===== src/rtl/ball_map_pkg.sv =====
// Shared maze-map definitions: cell codes, gate FSM states and map address helpers.
// Imported by the move gate, the ROM controller and the sprite renderer.
package ball_map_pkg;

  localparam logic [1:0] CELL_OPEN = 2'd0;
  localparam logic [1:0] CELL_GOAL = 2'd1;
  localparam logic [1:0] CELL_WALL = 2'd2;

  typedef enum logic [1:0] {IDLE, CHK_X, CHK_Y, DONE} state_e;

  // How one axis of a proposed move is resolved.
  typedef enum logic [1:0] {AX_SKIP, AX_OOB, AX_READ} axis_e;

  function automatic logic [15:0] cell_addr(input logic [7:0] x, input logic [7:0] y,
                                            input int unsigned map_w);
    return 16'(32'(y) * map_w + 32'(x));
  endfunction

  function automatic axis_e axis_mode(input logic [7:0] req, input logic [7:0] cur,
                                      input int unsigned bound);
    if (req == cur) return AX_SKIP;
    if (32'(req) >= bound) return AX_OOB;
    return AX_READ;
  endfunction

endpackage


===== src/rtl/ball_move_gate_lat_counter.sv =====
// Down-counter loaded with ROM_LATENCY-1 at the start of each axis check;
// done_o marks the cycle in which map_data belongs to the presented address.
module lat_counter #(
  parameter int unsigned ROM_LATENCY = 1
) (
  input  logic clk,
  input  logic rst_n,
  input  logic load_i,
  output logic done_o
);

  logic [2:0] cnt_q, cnt_d;

  always_comb begin
    cnt_d = cnt_q;
    if (load_i) begin
      cnt_d = 3'(ROM_LATENCY - 1);
    end else if (cnt_q != 3'd0) begin
      cnt_d = cnt_q - 3'd1;
    end
  end

  always_ff @(posedge clk or negedge rst_n) begin
    if (!rst_n) begin
      cnt_q <= 3'd0;
    end else begin
      cnt_q <= cnt_d;
    end
  end

  assign done_o = (cnt_q == 3'd0);

endmodule


===== src/rtl/ball_move_gate.sv =====
// Collision gate: resolves a proposed ball cell one axis at a time against the map ROM,
// X first, then Y from the freshly committed X, so the ball can slide along walls.
module ball_move_gate
  import ball_map_pkg::*;
#(
  parameter int unsigned MAP_W       = 16,
  parameter int unsigned MAP_H       = 16,
  parameter int unsigned ADDR_W      = 8,
  parameter int unsigned CELL_W      = 2,
  parameter int unsigned WALL_CODE   = 32'(CELL_WALL),
  parameter int unsigned START_X     = 1,
  parameter int unsigned START_Y     = 1,
  parameter int unsigned ROM_LATENCY = 1
) (
  input  logic              clk,
  input  logic              reset,
  input  logic              req_valid,
  input  logic [7:0]        req_x,
  input  logic [7:0]        req_y,
  output logic              busy,
  output logic              map_rd_en,
  output logic [ADDR_W-1:0] map_addr,
  input  logic [CELL_W-1:0] map_data,
  output logic [7:0]        x_out,
  output logic [7:0]        y_out,
  output logic              move_done,
  output logic              blocked_x,
  output logic              blocked_y
);

  localparam logic [CELL_W-1:0] WALL_C = CELL_W'(WALL_CODE);

  state_e            state_q, state_d;
  axis_e             x_mode_q, x_mode_d, y_mode_q, y_mode_d;
  logic [7:0]        req_x_q, req_x_d, req_y_q, req_y_d;
  logic [7:0]        x_out_q, x_out_d, y_out_q, y_out_d;
  logic              busy_q, busy_d;
  logic              rd_en_q, rd_en_d;
  logic [ADDR_W-1:0] addr_q, addr_d;
  logic              move_done_q, move_done_d;
  logic              blk_x_q, blk_x_d, blk_y_q, blk_y_d;
  logic              blk_x_pend_q, blk_x_pend_d;
  logic              lat_load, lat_done, wall_hit;

  lat_counter #(.ROM_LATENCY(ROM_LATENCY)) u_lat (
    .clk    (clk),
    .rst_n  (reset),
    .load_i (lat_load),
    .done_o (lat_done)
  );

  always_comb begin
    state_d      = state_q;
    x_mode_d     = x_mode_q;
    y_mode_d     = y_mode_q;
    req_x_d      = req_x_q;
    req_y_d      = req_y_q;
    x_out_d      = x_out_q;
    y_out_d      = y_out_q;
    busy_d       = busy_q;
    rd_en_d      = 1'b0;
    addr_d       = addr_q;
    move_done_d  = 1'b0;
    blk_x_d      = blk_x_q;
    blk_y_d      = blk_y_q;
    blk_x_pend_d = blk_x_pend_q;
    lat_load     = 1'b0;
    wall_hit     = (map_data == WALL_C);

    case (state_q)
      // DONE accepts a request too, giving one request per 2*ROM_LATENCY+1 cycles.
      IDLE, DONE: begin
        state_d = IDLE;
        if (req_valid) begin
          req_x_d  = req_x;
          req_y_d  = req_y;
          busy_d   = 1'b1;
          lat_load = 1'b1;
          state_d  = CHK_X;
          x_mode_d = axis_mode(req_x, x_out_q, MAP_W);
          if (x_mode_d == AX_READ) begin
            rd_en_d = 1'b1;
            addr_d  = ADDR_W'(cell_addr(req_x, y_out_q, MAP_W));
          end
        end
      end
      CHK_X: begin
        if (lat_done) begin
          blk_x_pend_d = (x_mode_q == AX_OOB) || ((x_mode_q == AX_READ) && wall_hit);
          if ((x_mode_q == AX_READ) && !wall_hit) begin
            x_out_d = req_x_q;
          end
          y_mode_d = axis_mode(req_y_q, y_out_q, MAP_H);
          lat_load = 1'b1;
          state_d  = CHK_Y;
          // The Y probe uses the X just committed on this edge.
          if (y_mode_d == AX_READ) begin
            rd_en_d = 1'b1;
            addr_d  = ADDR_W'(cell_addr(x_out_d, req_y_q, MAP_W));
          end
        end
      end
      CHK_Y: begin
        if (lat_done) begin
          blk_y_d = (y_mode_q == AX_OOB) || ((y_mode_q == AX_READ) && wall_hit);
          if ((y_mode_q == AX_READ) && !wall_hit) begin
            y_out_d = req_y_q;
          end
          blk_x_d     = blk_x_pend_q;
          move_done_d = 1'b1;
          busy_d      = 1'b0;
          state_d     = DONE;
        end
      end
      default: state_d = IDLE;
    endcase
  end

  always_ff @(posedge clk or negedge reset) begin
    if (!reset) begin
      state_q      <= IDLE;
      x_mode_q     <= AX_SKIP;
      y_mode_q     <= AX_SKIP;
      req_x_q      <= 8'd0;
      req_y_q      <= 8'd0;
      x_out_q      <= 8'(START_X);
      y_out_q      <= 8'(START_Y);
      busy_q       <= 1'b0;
      rd_en_q      <= 1'b0;
      addr_q       <= '0;
      move_done_q  <= 1'b0;
      blk_x_q      <= 1'b0;
      blk_y_q      <= 1'b0;
      blk_x_pend_q <= 1'b0;
    end else begin
      state_q      <= state_d;
      x_mode_q     <= x_mode_d;
      y_mode_q     <= y_mode_d;
      req_x_q      <= req_x_d;
      req_y_q      <= req_y_d;
      x_out_q      <= x_out_d;
      y_out_q      <= y_out_d;
      busy_q       <= busy_d;
      rd_en_q      <= rd_en_d;
      addr_q       <= addr_d;
      move_done_q  <= move_done_d;
      blk_x_q      <= blk_x_d;
      blk_y_q      <= blk_y_d;
      blk_x_pend_q <= blk_x_pend_d;
    end
  end

  assign busy      = busy_q;
  assign map_rd_en = rd_en_q;
  assign map_addr  = addr_q;
  assign x_out     = x_out_q;
  assign y_out     = y_out_q;
  assign move_done = move_done_q;
  assign blocked_x = blk_x_q;
  assign blocked_y = blk_y_q;

endmodule


===== config.mk =====
export PLATFORM = sky130hd
export DESIGN_NAME = ball_move_gate
export DESIGN_NICKNAME = d
export VERILOG_FILES = /design/src/rtl/ball_map_pkg.sv /design/src/rtl/ball_move_gate_lat_counter.sv /design/src/rtl/ball_move_gate.sv
export SDC_FILE = /design/constraint.sdc
export NUM_CORES = 1
export LEC_CHECK = 0
export ABC_AREA = 1
export BUFFER_PORTS_ARGS = -buffer_cell sky130_fd_sc_hd__buf_4
export CORE_MARGIN = 4
export CORE_UTILIZATION = 45
export DETAILED_ROUTE_END_ITERATION = 8
export PLACE_DENSITY = 0.66
export SLEW_MARGIN = 30
export SYNTH_ARGS = -nofsm -noshare
export SYNTH_HDL_FRONTEND = slang
export SYNTH_SLANG_ARGS = --single-unit

===== constraint.sdc =====
create_clock -name clk -period 2.7 [get_ports clk]
set_input_delay 0.27 -clock clk [delete_from_list [all_inputs] [get_ports clk]]
set_output_delay 0.27 -clock clk [all_outputs]
set_load 0.03 [all_outputs]

==> impl_metrics.tcl <==
set metrics [dict create \
    dp_hpwl_um 4850 \
    hold_class "primary input to async pin" \
    coreArea_um2 6060 \
    crit_end "map_addr[6]" \
    design_area_um2 3420 \
    fin_nets 429 \
    p_leak_nw 1.72 \
    intPower_mw 2.34 \
    path_max_fanout 15 \
    yosys_warnings 0 \
    min_period_over_period_pct 84.9 \
    synth-seq-area-share_pct 48.1 \
    max_cap_violations 0 \
    status "finished with violations" \
    globalplace.congestion 0.831 \
    antenna_found_initial 0 \
    power_mw 4.35 \
    rrSetupSlack_ns 0.41 \
    die_x_um 87.8 \
    layout-drive-gt1-share_pct 19.9 \
    criticalPathCategory "register to register" \
    cts_num_sinks 55 \
    drt_iter0_markers 75 \
    cts.clk_slew.worst_paths_ns 0.10 \
    relSlewSlack_pct 53.7 \
    die_h_um 87.8 \
    final-setup-viol-count 0 \
    wl_per_cell_um 13.8 \
    rr_worst_depth 10 \
    endpoint_kind "register" \
    skew_ns 0.00965 \
    drt_pass1_iterations 4 \
    syn-num-nets 379 \
    cts_setup_buffers 0 \
    dieArea_um2 7710 \
    ctsHoldBuffers 0 \
    switchingPower_mw 2.02 \
    avgSynthCellArea_um2 8.28 \
    post_dp_cell_area_um2 3300 \
    ctsResizeCount 0 \
    crit_path_start "x_mode_q[0]" \
    synth_top_area_share_pct 46.3 \
    drv_slew 0 \
    grt_max_degree 56 \
    tns_ns 0 \
    grtUsageTotal_pct 18.2 \
    layout_common_cells "99 x nand2_1, 53 x dfrtp_1, 51 x buf_4, 42 x o21ai_1, 36 x inv_1" \
    h-tree-depth 2 \
    synth_cells 346 \
    synth_top_area_cell "dfrtp_1" \
    fin_ws_ns 0.407 \
    worstSetupStartpointType "register" \
    place_ws_ns 0.425 \
    final_hold_viol_count 1 \
    violations "hold timing" \
    ant_nets 0 \
    pwr-share-seq_pct 33.9 \
    vdd_drop_max_mv 0.546 \
    grt_pass1_vias 2256 \
    grt.overflow.total 0 \
    wirelength_um 6490 \
    ios 50 \
    rsz0062_at_grt "no" \
    fin_hold_ws_ns -0.00175 \
    root_buffer "clkbuf_8" \
    r2r_start "x_mode_q[0]" \
    final_common_cell "nand2_1" \
    cts_tree "done" \
    cp_data_arrival_time_ns 2.54 \
    clk_latency_ns 0.31 \
    ys_top_cells_by_area "dfrtp_1 46%, nand2_1 13%, o21ai_1 7.3%" \
    powerDensity_nw_per_um2 1270 \
    r2r-end "map_addr[6]" \
    vias 2348 \
    numCtsBuffers 5 \
    comb_power_share_pct 53.3 \
    swShare_pct 46.3 \
    num_rows 28 \
    area_growth_pct 19.2 \
    grt_pass1_wl_um 10800 \
    tightest_slew_ns 0.694 \
    post_drt_via_cell_ratio 4.97 \
    worst_ep_required_time_ns 2.95 \
    antenna_cells 0 \
    p_clk_share_pct 12.8 \
    start_util_pct 47.3 \
    drc 0 \
    ctsLongestPathBuffers 2 \
    max_freq_ghz 0.436 \
    netlist_area_um2 2870 \
    ys_types 28 \
    fin_crit_ns 2.29 \
    synth-seq-cells 55 \
    port_buffers 49 \
]
[state kept, by name, indices dropped and copies added, names as in the netlist]
name	count
blk_x_pend_q	1
blocked_x	1
blocked_y	1
busy	1
map_addr	8
map_rd_en	1
move_done	1
req_x_q	8
req_y_q	8
state_q	2
u_lat.cnt_q	3
x_mode_q	2
x_out	8
y_mode_q	2
y_out	8
[per-stage QoR]
step / hold slack, ns / cells / utilization, %
floorplan: -0.0256 / 346 / -
global placement: 0.366 / 464 / 54.5
detailed placement: 0.373 / 464 / 54.5
CTS: 0.0243 / 472 / 56.4
global route: 0.0579 / 472 / 56.4
finish: -0.00175 / 472 / 56.4
[power groups by stage]
stage                     Clock [mW]  Sequential [mW]  Combinational (mW)
after floorplan                    0             1.80                1.32
after global placement             0             1.49                2.30
after detailed placement           0             1.49                2.33
after CTS                      0.570             1.48                2.34
after global routing           0.607             1.52                2.60
final                          0.555             1.48                2.32
[final cells by class]
type	count	area [um^2]
Inverter	44	165
Tap cell	75	93.8
Clock inverter	3	43.8
Fill cell	590	2650
Sequential cell	55	1380
Timing Repair Buffer	51	383
Multi-Input combinational cell	239	1280
Clock buffer	5	68.8
[cells in the mapped netlist]
cell type	n
a21oi_1	8
a2bb2oi_1	1
buf_2	4
buf_4	1
clkbuf_1	3
dfrtp_1	53
dfstp_2	2
fa_1	2
ha_1	10
inv_1	36
inv_2	8
mux2_1	1
nand2_1	99
nand2_2	3
nand2_4	2
nand3_1	18
nand3_2	1
nand3b_1	1
nand4_1	4
nor2_1	14
nor2_2	2
nor2_4	2
nor3_1	2
o211ai_1	1
o21a_1	1
o21ai_0	8
o21ai_1	42
xnor2_1	17
[logic make-up after synthesis]
family	share of synthesized area, %
DFF	48.1
xor gates and xnor gates	5.20
and+or+nand+nor	22.4
AOI/OAI and AO/OA	11.0
adders and majority gates	5.76
muxes	0.393
buffers and inverters	7.12
[per-layer routing]
layer	share of wire, %	up-vias	track usage (%)
met5	0	-	0
met4	0.45	0	4.60
met3	3.9	2	2.92
met2	49	42	29.3
met1	47	1107	25.7
li1	-	1197	-
[critical path, cell delays in order (launching register included)]
cell	delay, ns
dfrtp_1	0.42
nor2_2	0.15
nand2_1	0.32
nor2_1	0.20
a21oi_1	0.08
ha_1	0.24
fa_1	0.39
xnor2_1	0.14
o21ai_0	0.14
nand3_1	0.09
nand2_1	0.07
[worst min-delay path by stage]
stage,start,end,cells after the start
finish,reset,y_out[5],1
CTS,reset,y_out[5],1
floorplan,reset,blk_x_pend_q,0
global route,reset,y_out[5],1
global placement,reset,y_out[5],1
detailed placement,reset,y_out[5],1
(Power assumes the default switching activity.)
